[config.mk]
export PLATFORM = sky130hd
export DESIGN_NAME = cla_nibble_sequencer
export DESIGN_NICKNAME = d
export VERILOG_FILES = /design/src/rtl/cla_pkg.sv /design/src/rtl/carry_logic.sv /design/src/rtl/cla_nibble_sequencer.sv
export SDC_FILE = /design/constraint.sdc
export NUM_CORES = 1
export LEC_CHECK = 0
export BUFFER_PORTS_ARGS = -buffer_cell sky130_fd_sc_hd__buf_2
export CORE_ASPECT_RATIO = 0.6
export CORE_MARGIN = 2
export CORE_UTILIZATION = 29
export CTS_CLUSTER_DIAMETER = 30
export CTS_CLUSTER_SIZE = 24
export DETAILED_ROUTE_END_ITERATION = 16
export SYNTH_ARGS = -nofsm -noshare
export SYNTH_HDL_FRONTEND = slang
export SYNTH_SLANG_ARGS = --single-unit
[constraint.sdc]
create_clock -name clk -period 4.7 [get_ports clk]
set_input_delay 0.94 -clock clk [delete_from_list [all_inputs] [get_ports clk]]
set_output_delay 0.94 -clock clk [all_outputs]
set_load 0.02 [all_outputs]
[src/rtl/cla_pkg.sv]
// Shared definitions for the nibble-serial lookahead adder: FSM encoding and slice width.
package cla_pkg;

  typedef enum logic [1:0] {
    IDLE = 2'd0,
    RUN  = 2'd1,
    DONE = 2'd2
  } state_t;

  localparam int NIBBLE_W = 4;

endpackage

[src/rtl/carry_logic.sv]
// 4-bit carry-lookahead slice: carries c[0..4] and propagate bits from one nibble of operands.
module carry_logic
  import cla_pkg::*;
(
  input  logic [NIBBLE_W-1:0] a,
  input  logic [NIBBLE_W-1:0] b,
  input  logic                cin,
  output logic [NIBBLE_W-1:0] p,
  output logic [NIBBLE_W:0]   c
);

  logic [NIBBLE_W-1:0] g;

  assign g = a & b;
  assign p = a ^ b;

  // Every carry is a flat sum of products of g/p/cin, so no ripple through the slice.
  assign c[0] = cin;
  assign c[1] = g[0] | (p[0] & cin);
  assign c[2] = g[1] | (p[1] & g[0]) | (p[1] & p[0] & cin);
  assign c[3] = g[2] | (p[2] & g[1]) | (p[2] & p[1] & g[0]) | (p[2] & p[1] & p[0] & cin);
  assign c[4] = g[3] | (p[3] & g[2]) | (p[3] & p[2] & g[1]) | (p[3] & p[2] & p[1] & g[0])
              | (p[3] & p[2] & p[1] & p[0] & cin);

endmodule

[src/rtl/cla_nibble_sequencer.sv]
// Sequential adder: one lookahead slice reused for WIDTH/4 cycles, valid/ready on both sides.
module cla_nibble_sequencer
  import cla_pkg::*;
#(
  parameter int WIDTH = 16
) (
  input  logic             clk,
  input  logic             rst_n,
  input  logic             in_valid,
  output logic             in_ready,
  input  logic [WIDTH-1:0] a,
  input  logic [WIDTH-1:0] b,
  input  logic             cin,
  output logic             out_valid,
  input  logic             out_ready,
  output logic [WIDTH-1:0] sum,
  output logic             cout,
  output logic             ovf,
  output logic             busy
);

  // Handshake: a transfer happens on any rising edge where valid && ready are both high;
  // valid holds its payload until that edge, and ready never depends on valid.

  localparam int NIB   = WIDTH / NIBBLE_W;
  localparam int IDX_W = (NIB > 1) ? $clog2(NIB) : 1;

  state_t              state;
  logic [IDX_W-1:0]    idx;
  logic                carry_q;
  logic [WIDTH-1:0]    a_q;
  logic [WIDTH-1:0]    b_q;
  logic [WIDTH-1:0]    work_q;
  logic [WIDTH-1:0]    work_next;
  logic [NIBBLE_W-1:0] slice_a;
  logic [NIBBLE_W-1:0] slice_b;
  logic [NIBBLE_W-1:0] slice_p;
  logic [NIBBLE_W:0]   slice_c;
  logic                last_nib;
  int                  sel;

  assign sel      = int'(idx) * NIBBLE_W;
  assign slice_a  = a_q[sel +: NIBBLE_W];
  assign slice_b  = b_q[sel +: NIBBLE_W];
  assign last_nib = (idx == IDX_W'(NIB - 1));

  carry_logic u_carry_logic (
    .a   (slice_a),
    .b   (slice_b),
    .cin (carry_q),
    .p   (slice_p),
    .c   (slice_c)
  );

  // Partial sum accumulates here so the visible sum only changes when DONE is entered.
  always_comb begin
    work_next = work_q;
    work_next[sel +: NIBBLE_W] = slice_p ^ slice_c[NIBBLE_W-1:0];
  end

  always_ff @(posedge clk or negedge rst_n) begin
    if (!rst_n) begin
      state   <= IDLE;
      idx     <= '0;
      carry_q <= 1'b0;
      a_q     <= '0;
      b_q     <= '0;
      work_q  <= '0;
      sum     <= '0;
      cout    <= 1'b0;
      ovf     <= 1'b0;
    end else begin
      case (state)
        IDLE: begin
          if (in_valid) begin
            a_q     <= a;
            b_q     <= b;
            carry_q <= cin;
            idx     <= '0;
            state   <= RUN;
          end
        end
        RUN: begin
          work_q  <= work_next;
          carry_q <= slice_c[NIBBLE_W];
          if (last_nib) begin
            sum   <= work_next;
            cout  <= slice_c[NIBBLE_W];
            ovf   <= slice_c[NIBBLE_W-1] ^ slice_c[NIBBLE_W];
            idx   <= '0;
            state <= DONE;
          end else begin
            idx <= idx + 1'b1;
          end
        end
        DONE: begin
          if (out_ready) state <= IDLE;
        end
        default: state <= IDLE;
      endcase
    end
  end

  assign in_ready  = (state == IDLE);
  assign out_valid = (state == DONE);
  assign busy      = (state != IDLE);

endmodule

==> results of run 1 <==
-- logic make-up (layout without fill, tap and decap cells) --
| kind of cell | count (synthesis) | count (layout) | share of synthesized area |
|---|---|---|---|
| AOI/OAI and AO/OA | 53 | 53 | 0.131 |
| xor gates and xnor gates | 4 | 4 | 0.0121 |
| adders and majority gates | 12 | 12 | 0.0449 |
| buffers and inverters | 25 | 85 | 0.0395 |
| DFF | 71 | 71 | 0.506 |
| muxes | 44 | 44 | 0.165 |
| and+or+nand+nor | 67 | 67 | 0.102 |
-- flip-flops by register name (all words and copies together), names as in the netlist --
| name | flops |
|---|---|
| idx | 2 |
| carry_q | 1 |
| sum | 16 |
| b_q | 16 |
| state | 2 |
| work_q | 16 |
| ovf | 1 |
| a_q | 16 |
| cout | 1 |
-- metal layers --
metal  vias up  wire length (µm)
li1       1147                 -
met3        10               665
met2        71              3470
met4         0               111
met1      1231              4150
met5         -                 0
-- synthesized netlist by cell type (6+ instances only) --
master / instances / area [µm²]
nand2_1: 11 / 41.3
a32o_1: 12 / 120
buf_2: 6 / 30.0
nor2_1: 22 / 82.6
nand3_1: 11 / 55.1
nand2b_1: 7 / 43.8
a221oi_1: 9 / 78.8
mux4_2: 8 / 180
mux2_2: 27 / 304
inv_1: 9 / 33.8
dfrtp_1: 71 / 1780
ha_1: 11 / 138
-- final cells by class --
cell class              count  share of cell area
repair buffers             61              0.0751
flip-flops and latches     71               0.423
inverters                  10             0.00894
clock inverters             1             0.00119
multi-input cells         180               0.380
well taps                 165              0.0492
clock buffers              13              0.0620
-- metrics by stage --
step	util	hold WS [ns]
detailed placement	0.329	0.479
finish	0.351	0.483
global placement	0.329	0.473
global route	0.351	0.500
floorplan	-	0.453
CTS	0.351	0.491
-- how the worst max path moves through the flow --
stage,to,start,depth (start not counted)
2_1_floorplan,work_q[2],idx[0],7
3_3_place_gp,work_q[3],idx[0],6
3_5_place_dp,work_q[7],idx[0],6
4_1_cts,work_q[7],idx[0],6
5_1_grt,work_q[7],idx[0],6
6_report,work_q[7],idx[0],6
==> run summary, run 1 <==
CTS Sinks = 71
Design Area, Final = 0.00420 mm²
setup_tns = 0 ns
CP endpoint kind = register
Distinct cells, synth = 50
RSZ-0062 raised after global routing = false
post-CTS setup buffer count = 0
drt total wl = 8.39 mm
Layout Cells excl Fill = 501
most common cell after layout, fill and taps aside = dfrtp_1
Pins Over Slew Limit = 0
Syn Inst Count = 276
reg2reg end = work_q[7]
multi-input logic area = 0.00160 mm²
# IOs = 58
CP arrival = 3.28 ns
initial antenna violation count = 0
hold wc startpoint = b_q[7]
crit start category = register
Reg2Reg Launch Point = idx[0]
cts repair resizes = 0
footprint of the flip-flops and latches = 0.00178 mm²
vias per inst = 4.91
DRT iter0 DRCs = 149
Post-synth EDFFs = 0
final setup vio count = 0
Placeable Area = 0.0119 mm²
met1 Use GR = 0.200
Final Critical Period = 3.02 ns
TritonCTS clock tree = done
Synth async-reset ratio = 1.00
Inserted Diodes = 0
Final HPWL DP = 6.33 mm
Die Ht = 89.2 µm
area of the die = 0.0130 mm²
reg2reg setup slack = 1.68 ns
status = finished, final reports clean
Syn Area/Cell = 12.7 µm²
yosys warns = 0
DRT Pass-1 Iters = 4
Cell Area, Synth = 0.00351 mm²
Largest stage delay, worst path = 0.83 ns
fill cell count = 1221
WS Path Type = register to register
H-Tree Depth = 3
Hold/Removal Path Class = register to register
first-pass GRT wire length = 13.7 mm
Final Hold Fails = 0
Bufs and invs on worst path = 1
vias in the first global route = 2478
placed cell areas = 0.00393 mm²
initial core utilization = 0.294
Cells after DPL = 487
I/O Buffers = 57
Crit-path slowest cell = dfrtp_1
critical path cell sequence = mux4_2, ha_1, inv_1, o21a_2, xnor2_2, a32o_1
clk_skew = 0.00555 ns
Seq/Total Area, Yosys = 0.506
pre-CTS worst setup slack = 1.68 ns
nets = 382
CTS buffer count = 9
pin count of the biggest net entering global routing = 32
post-synth net total = 325
# DRC = 0
CP Max Fanout = 16
CP required = 4.97 ns
worst setup margin = 1.68 ns
crit-path leading delay family = flip-flops
max-cap violation count = 0
period utilisation layout = 0.642
Slew Limit Headroom = 0.274
routability cong. = 0.837
Die X = 146 µm
Clock Latency Late Sink = 0.33 ns
WL/cell = 16.8 µm
most used routing layer = met1
Worst Tran Pin Value = 1.09 ns
fraction of layout cells with a size suffix above 1 = 0.363
Max Buffers Root-to-Sink = 2
std cell rows = 31
met2 Usage GRT = 0.190
total number of vias = 2459
ANT nets after route = 0
Tot GR Track Use = 0.139
hold path depth = 1
most frequent cells in the layout = dfrtp_1 (71), buf_2 (57), mux2_2 (27)
clk slew on worst S/H paths = 0.05 ns
Worst Hold Endpoint = b_q[7]
grt ovf = 0
Synth Flop Type = dfrtp_1
Synth-to-Final Area Change = 19.5%
FF+latch count, synth = 71
worst r2r path cells = 6
CTS Hold Bufs = 0
max frequency = 0.331 GHz
CTS root buffer = clkbuf_16
grt met3 use = 0.0515
Power of run 1 is left out: the tool's default activity adds up to more than one toggle a clock period on the data nets, which glitch-free logic cannot reach.
==> run 2: changes to the inputs <==
==> constraint.sdc (replaced) <==
create_clock -name clk -period 2.75 [get_ports clk]
set_input_delay 0.55 -clock clk [delete_from_list [all_inputs] [get_ports clk]]
set_output_delay 0.55 -clock clk [all_outputs]
set_load 0.02 [all_outputs]
==> run 2 against run 1 <==
Effect of this change: clock skew decreased by 0.00063 ns; die area unchanged; first-iteration DRC count increased by 8.7%; global-route usage decreased by 0.064 points; cell area increased by 2.2%.
==> run summary, run 2 (same netlist as run 1, synthesis figures left out) <==
status = finished, final reports clean
WS Path Type = register to register
Final Hold Fails = 0
Synth-to-Final Area Change = 22.2%
drt total wl = 8.43 mm
initial core utilization = 0.294
total number of vias = 2492
CP required = 2.96 ns
reg2reg setup slack = 0.18 ns
clk slew on worst S/H paths = 0.05 ns
crit start category = register
most frequent cells in the layout = dfrtp_1 (70), buf_2 (57), mux2_2 (27)
Crit. Startpoint = idx[1]
fill cell count = 1177
CP endpoint kind = register
H-Tree Depth = 3
Inserted Diodes = 0
max frequency = 0.389 GHz
std cell rows = 31
Worst Tran Pin Value = 0.646 ns
setup_tns = 0 ns
initial antenna violation count = 0
vias in the first global route = 2581
# DRC = 0
Design Area, Final = 0.00429 mm²
DRT Pass-1 Iters = 4
WL/cell = 16.6 µm
worst setup path endpoint = work_q[6]
first-pass GRT wire length = 13.8 mm
Max Buffers Root-to-Sink = 2
CP Max Fanout = 13
routability cong. = 0.851
clk_skew = 0.00491 ns
Die X = 146 µm
CTS root buffer = clkbuf_16
footprint of the flip-flops and latches = 0.00178 mm²
Hold/Removal Path Class = primary input to async pin
CTS Hold Bufs = 0
# IOs = 58
Slew Limit Headroom = 0.569
Die Ht = 89.2 µm
fraction of layout cells with a size suffix above 1 = 0.384
Pins Over Slew Limit = 0
reg2reg end = work_q[6]
ANT nets after route = 0
period utilisation layout = 0.934
vias per inst = 4.90
CTS Sinks = 71
area of the die = 0.0130 mm²
pin count of the biggest net entering global routing = 52
most common cell after layout, fill and taps aside = dfrtp_1
CTS buffer count = 9
nets = 388
final setup vio count = 0
TritonCTS clock tree = done
RSZ-0062 raised after global routing = false
Reg2Reg Launch Point = idx[1]
worst r2r path cells = 6
placed cell areas = 0.00399 mm²
I/O Buffers = 57
CP arrival = 2.78 ns
Placeable Area = 0.0119 mm²
DRT iter0 DRCs = 162
multi-input logic area = 0.00160 mm²
Tot GR Track Use = 0.138
max-cap violation count = 0
grt ovf = 0
Final HPWL DP = 6.31 mm
Final Critical Period = 2.57 ns
Clock Latency Late Sink = 0.33 ns
run 2: changes by cell type in the layout (fill, tap and decap cells not counted):
cell       before  now
buf_12          0    1
buf_4           4    9
bufinv_16       0    1
clkbuf_8        2    1
clkinv_2        1    3
dfrtp_1        71   70
dfrtp_2         0    1
xor2_1          1    0
xor2_2          0    1
run 2: worst min-delay path by stage:
stage,endpoint,slack [ns],from
after global placement,a_q[14],0.47,a_q[14]
after detailed placement,a_q[14],0.48,a_q[14]
after CTS,sum[14],0.20,rst_n
after global routing,sum[10],0.22,rst_n
after floorplan,a_q[0],0.25,rst_n
final,sum[15],0.19,rst_n
run 2: critical path, cell delays in order, from the launching register on:
cell,delay (ns)
dfrtp_1,0.69
mux4_2,0.45
ha_1,0.35
a21o_1,0.20
a21oi_4,0.27
xnor2_1,0.19
a32o_1,0.29
run 2: final cells by class:
| cell class | instances | area share |
|---|---|---|
| clock inverter | 4 | 0.0105 |
| clock buffer | 12 | 0.0575 |
| tap | 165 | 0.0481 |
| sequential | 71 | 0.414 |
| timing repair buffer | 67 | 0.0869 |
| inverter | 10 | 0.00875 |
| multi-input combinational | 180 | 0.374 |
run 2: routing by layer:
layer / vias to the layer above / track usage / share of wire
met5: - / 0 / 0
met1: 1234 / 0.202 / 0.52
met3: 10 / 0.0423 / 0.064
met4: 0 / 0.0424 / 0.0083
li1: 1157 / - / -
met2: 91 / 0.195 / 0.41
run 2: what timing repair did:
action	CTS	global route
gates resized for setup	1	1
cloned	0	0
endpoints found under the setup margin	1	13
setup buffers	0	0
run 2: through the flow:
| stage | setup slack, ns | hold slack, ns | utilization | std cells |
|---|---|---|---|---|
| finish | 0.181 | 0.186 | 0.359 | 509 |
| floorplan | 0.188 | 0.254 | - | 276 |
| CTS | 0.0445 | 0.201 | 0.359 | 509 |
| global placement | 0.112 | 0.473 | 0.334 | 493 |
| global route | 0.0439 | 0.219 | 0.359 | 509 |
| detailed placement | 0.00419 | 0.477 | 0.334 | 493 |
Power of run 2 is left out for the same reason.
